File: src/rtl/fpu_operand_seq_if.sv
// Signal bundle between the operand sequencer, the tile byte pins and the FPU core.
// master: the sequencer side; slave: the pins/core/consumer side.
interface fpu_operand_seq_if #(
    parameter int WIDTH = 32,
    parameter int OP_W  = 2
);
    logic             in_valid;
    logic [7:0]       in_data;
    logic             in_ready;

    logic             op_valid;
    logic             op_ready;
    logic [WIDTH-1:0] op_a;
    logic [WIDTH-1:0] op_b;
    logic [OP_W-1:0]  op_code;

    logic             res_valid;
    logic [WIDTH-1:0] res_data;
    logic [4:0]       res_flags;

    logic             out_valid;
    logic [7:0]       out_data;
    logic             out_ready;
    logic             out_last;

    modport master (
        input  in_valid, in_data, op_ready, res_valid, res_data, res_flags, out_ready,
        output in_ready, op_valid, op_a, op_b, op_code, out_valid, out_data, out_last
    );

    modport slave (
        output in_valid, in_data, op_ready, res_valid, res_data, res_flags, out_ready,
        input  in_ready, op_valid, op_a, op_b, op_code, out_valid, out_data, out_last
    );
endinterface

File: src/rtl/fpu_operand_seq.sv
// Byte-serial operand sequencer: loads a command byte and two WIDTH-bit operands
// LSB-first, issues them to the FPU core, then streams the result (and optionally
// the exception flags) back out one byte at a time.
//
//   state  | meaning
//   -------+----------------------------------------------------------
//   IDLE   | waiting for the command byte
//   LOAD_A | shifting in operand A bytes
//   LOAD_B | shifting in operand B bytes
//   ISSUE  | operands presented to the FPU core, waiting for op_ready
//   WAIT   | operands taken, waiting for res_valid
//   SEND   | streaming result bytes, then the flag byte if requested
module fpu_operand_seq #(
    parameter int WIDTH = 32,
    parameter int OP_W  = 2
) (
    input  logic              clk,
    input  logic              rst,
    input  logic              ena,
    fpu_operand_seq_if.master bus,
    output logic              busy
);
    localparam int BYTES = WIDTH / 8;
    localparam int CW    = $clog2(BYTES + 1);
    localparam logic [CW-1:0] LAST_IDX = CW'(BYTES - 1);
    localparam logic [CW-1:0] FLAG_IDX = CW'(BYTES);

    typedef enum logic [2:0] {
        IDLE   = 3'd0,
        LOAD_A = 3'd1,
        LOAD_B = 3'd2,
        ISSUE  = 3'd3,
        WAIT   = 3'd4,
        SEND   = 3'd5
    } state_t;

    state_t           state;
    logic [CW-1:0]    in_cnt;
    logic [CW-1:0]    out_cnt;
    logic [WIDTH-1:0] op_a_r;
    logic [WIDTH-1:0] op_b_r;
    logic [OP_W-1:0]  op_code_r;
    logic             flag_en;
    logic [WIDTH-1:0] res_sr;
    logic [4:0]       flags_r;
    logic             out_valid_r;
    logic [7:0]       out_data_r;
    logic             out_last_r;

    logic             accept;
    logic             op_fire;
    logic             out_fire;
    logic             capture;
    logic [CW-1:0]    out_nxt;

    // Handshake qualifiers; every strobe is gated by ena so a frozen tile neither
    // offers nor takes anything.
    always_comb begin
        bus.in_ready  = ena & ((state == IDLE) | (state == LOAD_A) | (state == LOAD_B));
        bus.op_valid  = ena & (state == ISSUE);
        bus.out_valid = ena & out_valid_r;
        accept        = bus.in_valid & bus.in_ready;
        op_fire       = bus.op_valid & bus.op_ready;
        out_fire      = bus.out_valid & bus.out_ready;
        // A zero-latency core answers in the issue handshake cycle itself.
        capture       = ena & bus.res_valid & ((state == WAIT) | ((state == ISSUE) & op_fire));
        out_nxt       = out_cnt + CW'(1);
    end

    assign bus.op_a     = op_a_r;
    assign bus.op_b     = op_b_r;
    assign bus.op_code  = op_code_r;
    assign bus.out_data = out_data_r;
    assign bus.out_last = out_last_r;
    assign busy         = (state != IDLE);

    // Sequencer FSM with all datapath registers; nothing moves while ena is low.
    always_ff @(posedge clk) begin
        if (rst) begin
            state       <= IDLE;
            in_cnt      <= '0;
            out_cnt     <= '0;
            op_a_r      <= '0;
            op_b_r      <= '0;
            op_code_r   <= '0;
            flag_en     <= 1'b0;
            res_sr      <= '0;
            flags_r     <= '0;
            out_valid_r <= 1'b0;
            out_data_r  <= '0;
            out_last_r  <= 1'b0;
        end else if (ena) begin
            // Byte 0 goes straight to the output register; the rest wait in res_sr.
            if (capture) begin
                res_sr      <= bus.res_data >> 8;
                flags_r     <= bus.res_flags;
                out_data_r  <= bus.res_data[7:0];
                out_valid_r <= 1'b1;
                out_last_r  <= 1'b0;
                out_cnt     <= '0;
            end

            case (state)
                IDLE: begin
                    if (accept) begin
                        op_code_r <= bus.in_data[OP_W-1:0];
                        flag_en   <= bus.in_data[7];
                        in_cnt    <= '0;
                        state     <= LOAD_A;
                    end
                end
                LOAD_A: begin
                    if (accept) begin
                        // Shift right so the first byte ends up in the lowest lane.
                        op_a_r <= {bus.in_data, op_a_r[WIDTH-1:8]};
                        if (in_cnt == LAST_IDX) begin
                            in_cnt <= '0;
                            state  <= LOAD_B;
                        end else begin
                            in_cnt <= in_cnt + CW'(1);
                        end
                    end
                end
                LOAD_B: begin
                    if (accept) begin
                        op_b_r <= {bus.in_data, op_b_r[WIDTH-1:8]};
                        if (in_cnt == LAST_IDX) begin
                            in_cnt <= '0;
                            state  <= ISSUE;
                        end else begin
                            in_cnt <= in_cnt + CW'(1);
                        end
                    end
                end
                ISSUE: begin
                    if (op_fire) begin
                        state <= bus.res_valid ? SEND : WAIT;
                    end
                end
                WAIT: begin
                    if (bus.res_valid) begin
                        state <= SEND;
                    end
                end
                SEND: begin
                    if (out_fire) begin
                        if (out_last_r) begin
                            out_valid_r <= 1'b0;
                            out_last_r  <= 1'b0;
                            state       <= IDLE;
                        end else begin
                            out_cnt <= out_nxt;
                            if (out_nxt == FLAG_IDX) begin
                                out_data_r <= {3'b000, flags_r};
                            end else begin
                                out_data_r <= res_sr[7:0];
                                res_sr     <= res_sr >> 8;
                            end
                            out_last_r <= (out_nxt == FLAG_IDX) |
                                          ((out_nxt == LAST_IDX) & ~flag_en);
                        end
                    end
                end
                default: state <= IDLE;
            endcase
        end
    end
endmodule

File: src/flat_wrapper.sv
// flat-port wrapper written by rule: the top's interface ports become plain ports
module fpu_operand_seq_flat 
#(
    parameter int WIDTH = 32,
    parameter int OP_W  = 2
)
  (clk, rst, ena, busy, bus_in_valid, bus_in_data, bus_op_ready, bus_res_valid, bus_res_data, bus_res_flags, bus_out_ready, bus_in_ready, bus_op_valid, bus_op_a, bus_op_b, bus_op_code, bus_out_valid, bus_out_data, bus_out_last);
  fpu_operand_seq_if #(.WIDTH(WIDTH), .OP_W(OP_W)) bus_i ();
  input  logic clk;
  input  logic rst;
  input  logic ena;
  output logic busy;
  input wire logic [$bits(bus_i.in_valid)-1:0] bus_in_valid;
  input wire logic [$bits(bus_i.in_data)-1:0] bus_in_data;
  input wire logic [$bits(bus_i.op_ready)-1:0] bus_op_ready;
  input wire logic [$bits(bus_i.res_valid)-1:0] bus_res_valid;
  input wire logic [$bits(bus_i.res_data)-1:0] bus_res_data;
  input wire logic [$bits(bus_i.res_flags)-1:0] bus_res_flags;
  input wire logic [$bits(bus_i.out_ready)-1:0] bus_out_ready;
  output wire logic [$bits(bus_i.in_ready)-1:0] bus_in_ready;
  output wire logic [$bits(bus_i.op_valid)-1:0] bus_op_valid;
  output wire logic [$bits(bus_i.op_a)-1:0] bus_op_a;
  output wire logic [$bits(bus_i.op_b)-1:0] bus_op_b;
  output wire logic [$bits(bus_i.op_code)-1:0] bus_op_code;
  output wire logic [$bits(bus_i.out_valid)-1:0] bus_out_valid;
  output wire logic [$bits(bus_i.out_data)-1:0] bus_out_data;
  output wire logic [$bits(bus_i.out_last)-1:0] bus_out_last;
  assign bus_i.in_valid = bus_in_valid;
  assign bus_i.in_data = bus_in_data;
  assign bus_i.op_ready = bus_op_ready;
  assign bus_i.res_valid = bus_res_valid;
  assign bus_i.res_data = bus_res_data;
  assign bus_i.res_flags = bus_res_flags;
  assign bus_i.out_ready = bus_out_ready;
  assign bus_in_ready = bus_i.in_ready;
  assign bus_op_valid = bus_i.op_valid;
  assign bus_op_a = bus_i.op_a;
  assign bus_op_b = bus_i.op_b;
  assign bus_op_code = bus_i.op_code;
  assign bus_out_valid = bus_i.out_valid;
  assign bus_out_data = bus_i.out_data;
  assign bus_out_last = bus_i.out_last;
  fpu_operand_seq #(.WIDTH(WIDTH), .OP_W(OP_W)) u_core (.clk(clk), .rst(rst), .ena(ena), .bus(bus_i), .busy(busy));
endmodule
File: config.mk
export PLATFORM = sky130hd
export DESIGN_NAME = fpu_operand_seq_flat
export DESIGN_NICKNAME = d
export VERILOG_FILES = /design/src/rtl/fpu_operand_seq_if.sv /design/src/rtl/fpu_operand_seq.sv /design/src/flat_wrapper.sv
export SDC_FILE = /design/constraint.sdc
export NUM_CORES = 1
export LEC_CHECK = 0
export CAP_MARGIN = 30
export CORE_MARGIN = 2
export CORE_UTILIZATION = 49
export DETAILED_ROUTE_END_ITERATION = 8
export HOLD_SLACK_MARGIN = 0.15
export PLACE_DENSITY = 0.86
export SLEW_MARGIN = 25
export SYNTH_ARGS = -nofsm -noshare
export SYNTH_HDL_FRONTEND = slang
export SYNTH_SLANG_ARGS = --single-unit
File: constraint.sdc
create_clock -name clk -period 2.4 [get_ports clk]
set_clock_uncertainty 0.2 [all_clocks]
set_input_delay 0.72 -clock clk [delete_from_list [all_inputs] [get_ports clk]]
set_output_delay 0.72 -clock clk [all_outputs]
set_load 0.05 [all_outputs]
# ---- After elaboration in Yosys (flattened, before gate mapping)
# Cells that the tools add are included.
dict set report totals {
  elab_cells 94
  in_bits 52
  ff_bits 123
  out_inout_bits 79
}
dict set report classes {
  bitwise 15
  n_eq_ne 18
  reduce_logical 10
  add_sub_neg 2
  n_mux 37
}
# cell count
set ops {}
lappend ops {{two-way mux 32 bit} 5}
lappend ops {{two-way mux 3 bit} 16}
lappend ops {{two-way mux 8 bit} 5}
lappend ops {{one-hot mux 3 bit (6 select lines)} 1}
lappend ops {{!= test 2 x 1 -> 1 bit, second input constant} 7}
lappend ops {{== test 3 x 2 -> 1 bit, second input constant} 4}
lappend ops {{bitwise AND 1 bit} 10}
lappend ops {{AND reduction 10 bit} 1}
lappend ops {{== test 3 bit, second input constant} 3}
lappend ops {{two-way mux 1 bit} 9}
lappend ops {{AND reduction 3 bit} 3}
lappend ops {{adder 3 x 1 -> 3 bit, second input constant} 2}
lappend ops {{!= test 2 bit, second input constant} 3}
lappend ops {{one-hot mux 3 bit (2 select lines)} 1}
lappend ops {{OR 1 bit} 4}
lappend ops {{AND reduction 4 bit} 1}
lappend ops {{== test 3 x 1 -> 1 bit, second input constant} 1}
lappend ops {{zero test 3 bit} 1}
lappend ops {{nonzero test 3 bit} 1}
lappend ops {{AND reduction 2 bit} 1}
lappend ops {{nonzero test 2 bit} 1}
lappend ops {{OR reduction 2 bit} 1}
lappend ops {{NOT 1 bit} 1}

# ---- Logic depth before layout (Yosys ltp)
dict set report depth {
  word_depth 11
  ltp_mapped 7
  ltp_nobuf 6
}

# ---- Worst setup path before layout
# OpenSTA, ideal clock, no wires.
dict set report synth_path {
  path_kind {in2out}
  start {in ena}
  end {out bus_in_ready}
  setup_slack_ns -0.250
  arrival_time_ns 1.730
  required_time_ns 1.480
  cell_stages 3
  path_buffers 1
  path_cell_list {buf_2 -> nand2b_1 -> a21oi_1}
}
dict set report synth_via {
  elab_chain_len 1
}
# element line
set synth_lines {}
lappend synth_lines {{start: declaration} flat_wrapper.sv:11} ;# input logic ena;
lappend synth_lines {{bitwise AND 1 bit} fpu_operand_seq.sv:59} ;# bus.in_ready = ena & ((state == IDLE) | (state == LOAD_A) | (state == LOAD_B));
lappend synth_lines {{end: declaration} flat_wrapper.sv:20} ;# output wire logic [$bits(bus_i.in_ready)-1:0] bus_in_ready;
# No other way between the ends.

# ---- Worst setup path after layout
dict set report layout_path {
  start {reg u_core.state[0]}
  end {out busy}
}
dict set report layout_via {
  elab_chain_len 1
}
# element line
set layout_lines {}
lappend layout_lines {{start: declaration} fpu_operand_seq.sv:37} ;# state_t state;
lappend layout_lines {{start signal: assignment} fpu_operand_seq.sv:137} ;# state <= bus.res_valid ? SEND : WAIT;
lappend layout_lines {{nonzero test 3 bit} fpu_operand_seq.sv:75} ;# assign busy = (state != IDLE);
lappend layout_lines {{end: declaration} flat_wrapper.sv:12} ;# output logic busy;
# No other way between the ends.

==> impl_metrics.json <==
{
  "yosys_warnings": 0,
  "hold_path_end": "u_core.bus.op_b[7]",
  "drc_errors": 0,
  "gp_congestion": 0.941,
  "drt_iter0_drc": 415,
  "final_nets": 789,
  "hold_buffers": 0,
  "finalSetupViolations": 0,
  "io_buffers": 130,
  "wirelength_mm": 14.1,
  "grt_use_total_pct": 25.1,
  "final_util_pct": 70.1,
  "timing.hold.ws_ns": 0.259,
  "cp.required_ns": 1.48,
  "antenna_found_initial": 0,
  "finalHoldViolCount": 0,
  "dp.cells": 850,
  "power.share.switching_pct": 24.7,
  "ys_seq_area_share_pct": 47.7,
  "vias_per_cell": 5.57,
  "power.leakage_nw": 2.64,
  "root_buffer": "clkbuf_8",
  "reg2reg_to": "u_core.res_sr[16]",
  "numCtsBuffers": 17,
  "vdd_drop_max_mv": 0.485,
  "start_util_pct": 50.2,
  "grt_setup_unrepaired": "false",
  "pre_cts_slack_ns": -0.362,
  "finalNonFillerCells": 882,
  "ys.flop_type": "dfxtp_1",
  "crit_fanout": 8,
  "die_y_um": 107,
  "cts.sinks": 123,
  "fin_crit_ns": 2.35,
  "status": "completed",
  "layout-drive-gt1-share_pct": 19.8,
  "synthCells": 601,
  "worstSkewPairLatency_ns": 0.52,
  "grt_pass1_vias": 4776,
  "slew_headroom_pct": 65.9,
  "whs_path_depth": 2,
  "power_frac_clock_pct": 48.2,
  "row_count": 37,
  "syn_area_um2": 5160,
  "clock.fmax_mhz": 426,
  "worstSetupPathType": "register to primary output",
  "pin_count": 131,
  "ys_seq_elements": 123,
  "wl_per_cell_um": 16.0,
  "drv_slew": 0,
  "startpoint_type": "register",
  "reg2reg_slack_ns": 0.25,
  "place_hpwl_mm": 9.31,
  "h-tree-depth": 4,
  "powerDensity_nw_per_um2": 663,
  "worst_slack_ns": 0.0509,
  "power_frac_seq_pct": 43.4,
  "grt-ovfl-total": 0,
  "syn_area_per_cell_um2": 8.59,
  "end_kind": "primary output",
  "comb_power_share_pct": 8.4,
  "grt_max_degree": 114,
  "drv_cap": 0,
  "area_growth_pct": 39.6,
  "synth_edf_count": 0,
  "period_share_pct": 97.9,
  "die_w_um": 107,
  "cts_tree": "built",
  "clk_pin_slew_worst_paths_ns": 0.06,
  "core_um2": 10300,
  "p_sw_mw": 1.18,
  "num_vias": 4912,
  "firstDrtPassIters": 6,
  "p_int_mw": 3.60,
  "tightest_slew_ns": 0.513,
  "grt_pass1_wl_mm": 23.0,
  "yosysUniqueCellTypes": 46,
  "arrival_ns": 1.43,
  "diodes": 0,
  "drtAntennaViolNets": 0,
  "syn_nets": 657,
  "hold_start": "u_core.bus.op_b[7]",
  "ys_async_sr_fraction_pct": 0,
  "r2r-start": "u_core.out_cnt[0]",
  "hold_path.class": "register to register",
  "die_area_um2": 11400,
  "cts_buffer_depth": 2,
  "rr_worst_depth": 7
}
-- cells in the final DEF (no fill, tap or decap), types with 16 or more instances in the layout --
cell             count
and2_1              36
dfxtp_1            120
nand2_1            137
clkbuf_16           16
o22ai_1             27
clkdlybuf4s50_1     49
a21oi_1             73
a22oi_1             27
mux2i_1             41
buf_4               84
-- Yosys cell counts, types with 2 or more instances --
master / n / area share [%]
nand2_1: 138 / 10
dfxtp_1: 123 / 48
a21oi_1: 74 / 7.2
mux2i_1: 41 / 8.0
and2_1: 37 / 4.5
clkbuf_1: 32 / 2.3
a22oi_1: 27 / 3.9
o22ai_1: 27 / 3.3
nor2_1: 14 / 1.0
a211oi_1: 11 / 1.6
buf_2: 8 / 0.78
inv_1: 8 / 0.58
nand3_1: 6 / 0.58
nor2b_1: 6 / 0.73
nand3b_1: 5 / 0.73
ha_1: 4 / 0.97
or3_1: 4 / 0.48
a311oi_1: 2 / 0.34
a41o_1: 2 / 0.39
buf_1: 2 / 0.15
buf_4: 2 / 0.29
nand2b_1: 2 / 0.24
nand4b_1: 2 / 0.34
or2_2: 2 / 0.24
-- final cells by class --
class	instances	area, um^2
well taps	136	170
flip-flops and latches	123	2470
inverters	9	33.8
repair buffers	158	1480
clock buffers	20	455
clock inverters	12	88.8
fillers	780	3070
multi-input cells	424	2510
-- per-stage QoR --
| stage | power, mW | area [um^2] | TNS (ns) |
|---|---|---|---|
| 4_1_cts | 4.79 | 7200 | -0.00723 |
| 2_1_floorplan | 2.31 | 5170 | 0 |
| 6_report | 4.78 | 7200 | 0 |
| 3_3_place_gp | 2.50 | 6640 | -27.57 |
| 3_5_place_dp | 2.50 | 6640 | -32.21 |
| 5_1_grt | 4.93 | 7200 | 0 |
-- sequential cells by signal, indices dropped and copies added (netlist names), 2 cells and up --
register and cells:
u_core.bus.op_a 32, u_core.bus.op_b 32, u_core.bus.op_code 2, u_core.bus.out_data 8
u_core.flags_r 5, u_core.in_cnt 3, u_core.out_cnt 3, u_core.res_sr 32
u_core.state 3
-- logic make-up after synthesis --
| family | count (synthesis) | synth area share (%) |
|---|---|---|
| AND/OR/NAND/NOR | 225 | 20.3 |
| AO/OA/AOI/OAI | 152 | 18.3 |
| flip-flops | 123 | 47.7 |
| buffers and inverters | 54 | 4.41 |
| multiplexers | 42 | 8.17 |
| adder cells (fa/ha/maj) | 4 | 0.970 |
| XOR/XNOR | 1 | 0.170 |
-- worst max-delay path, stage by stage, from the launching register on --
cell and delay (ns):
dfxtp_2 0.37, buf_6 0.16, nor2_4 0.12, nand2_1 0.10
buf_12 0.16
-- power by group through the flow --
stage | logic (mW) | clock network [mW] | registers [mW]
floorplan | 0.174 | 0 | 2.14
global placement | 0.382 | 0 | 2.12
detailed placement | 0.386 | 0 | 2.12
CTS | 0.396 | 2.32 | 2.07
global route | 0.426 | 2.43 | 2.08
finish | 0.401 | 2.30 | 2.08
-- layer usage --
layer | vias to the layer above | track usage [%] | routed length, um
met5 | - | 0 | 0
met4 | 0 | 7.79 | 172
met1 | 2344 | 29.8 | 5690
li1 | 2365 | - | -
met3 | 18 | 8.94 | 1100
met2 | 185 | 42.5 | 7100
-- repair_timing --
action | 4_1_cts | 5_1_grt
resized for setup | 20 | 6
endpoints found under the hold margin | 0 | 0
setup endpoints to repair | 14 | 4
setup buffers | 0 | 0
-- worst max-delay path by stage --
| stage | start | to | slack [ns] | cells past startpoint |
|---|---|---|---|---|
| floorplan | ena | bus_in_ready | 0.04 | 3 |
| global placement | ena | u_core.state[0] | -0.31 | 7 |
| detailed placement | ena | u_core.bus.op_a[4] | -0.36 | 8 |
| CTS | u_core.state[1] | bus_op_valid | -0.007 | 3 |
| global route | u_core.state[0] | busy | 0.002 | 4 |
| finish | u_core.state[0] | busy | 0.05 | 4 |
Note: power is estimated with default switching activity, not from simulation.
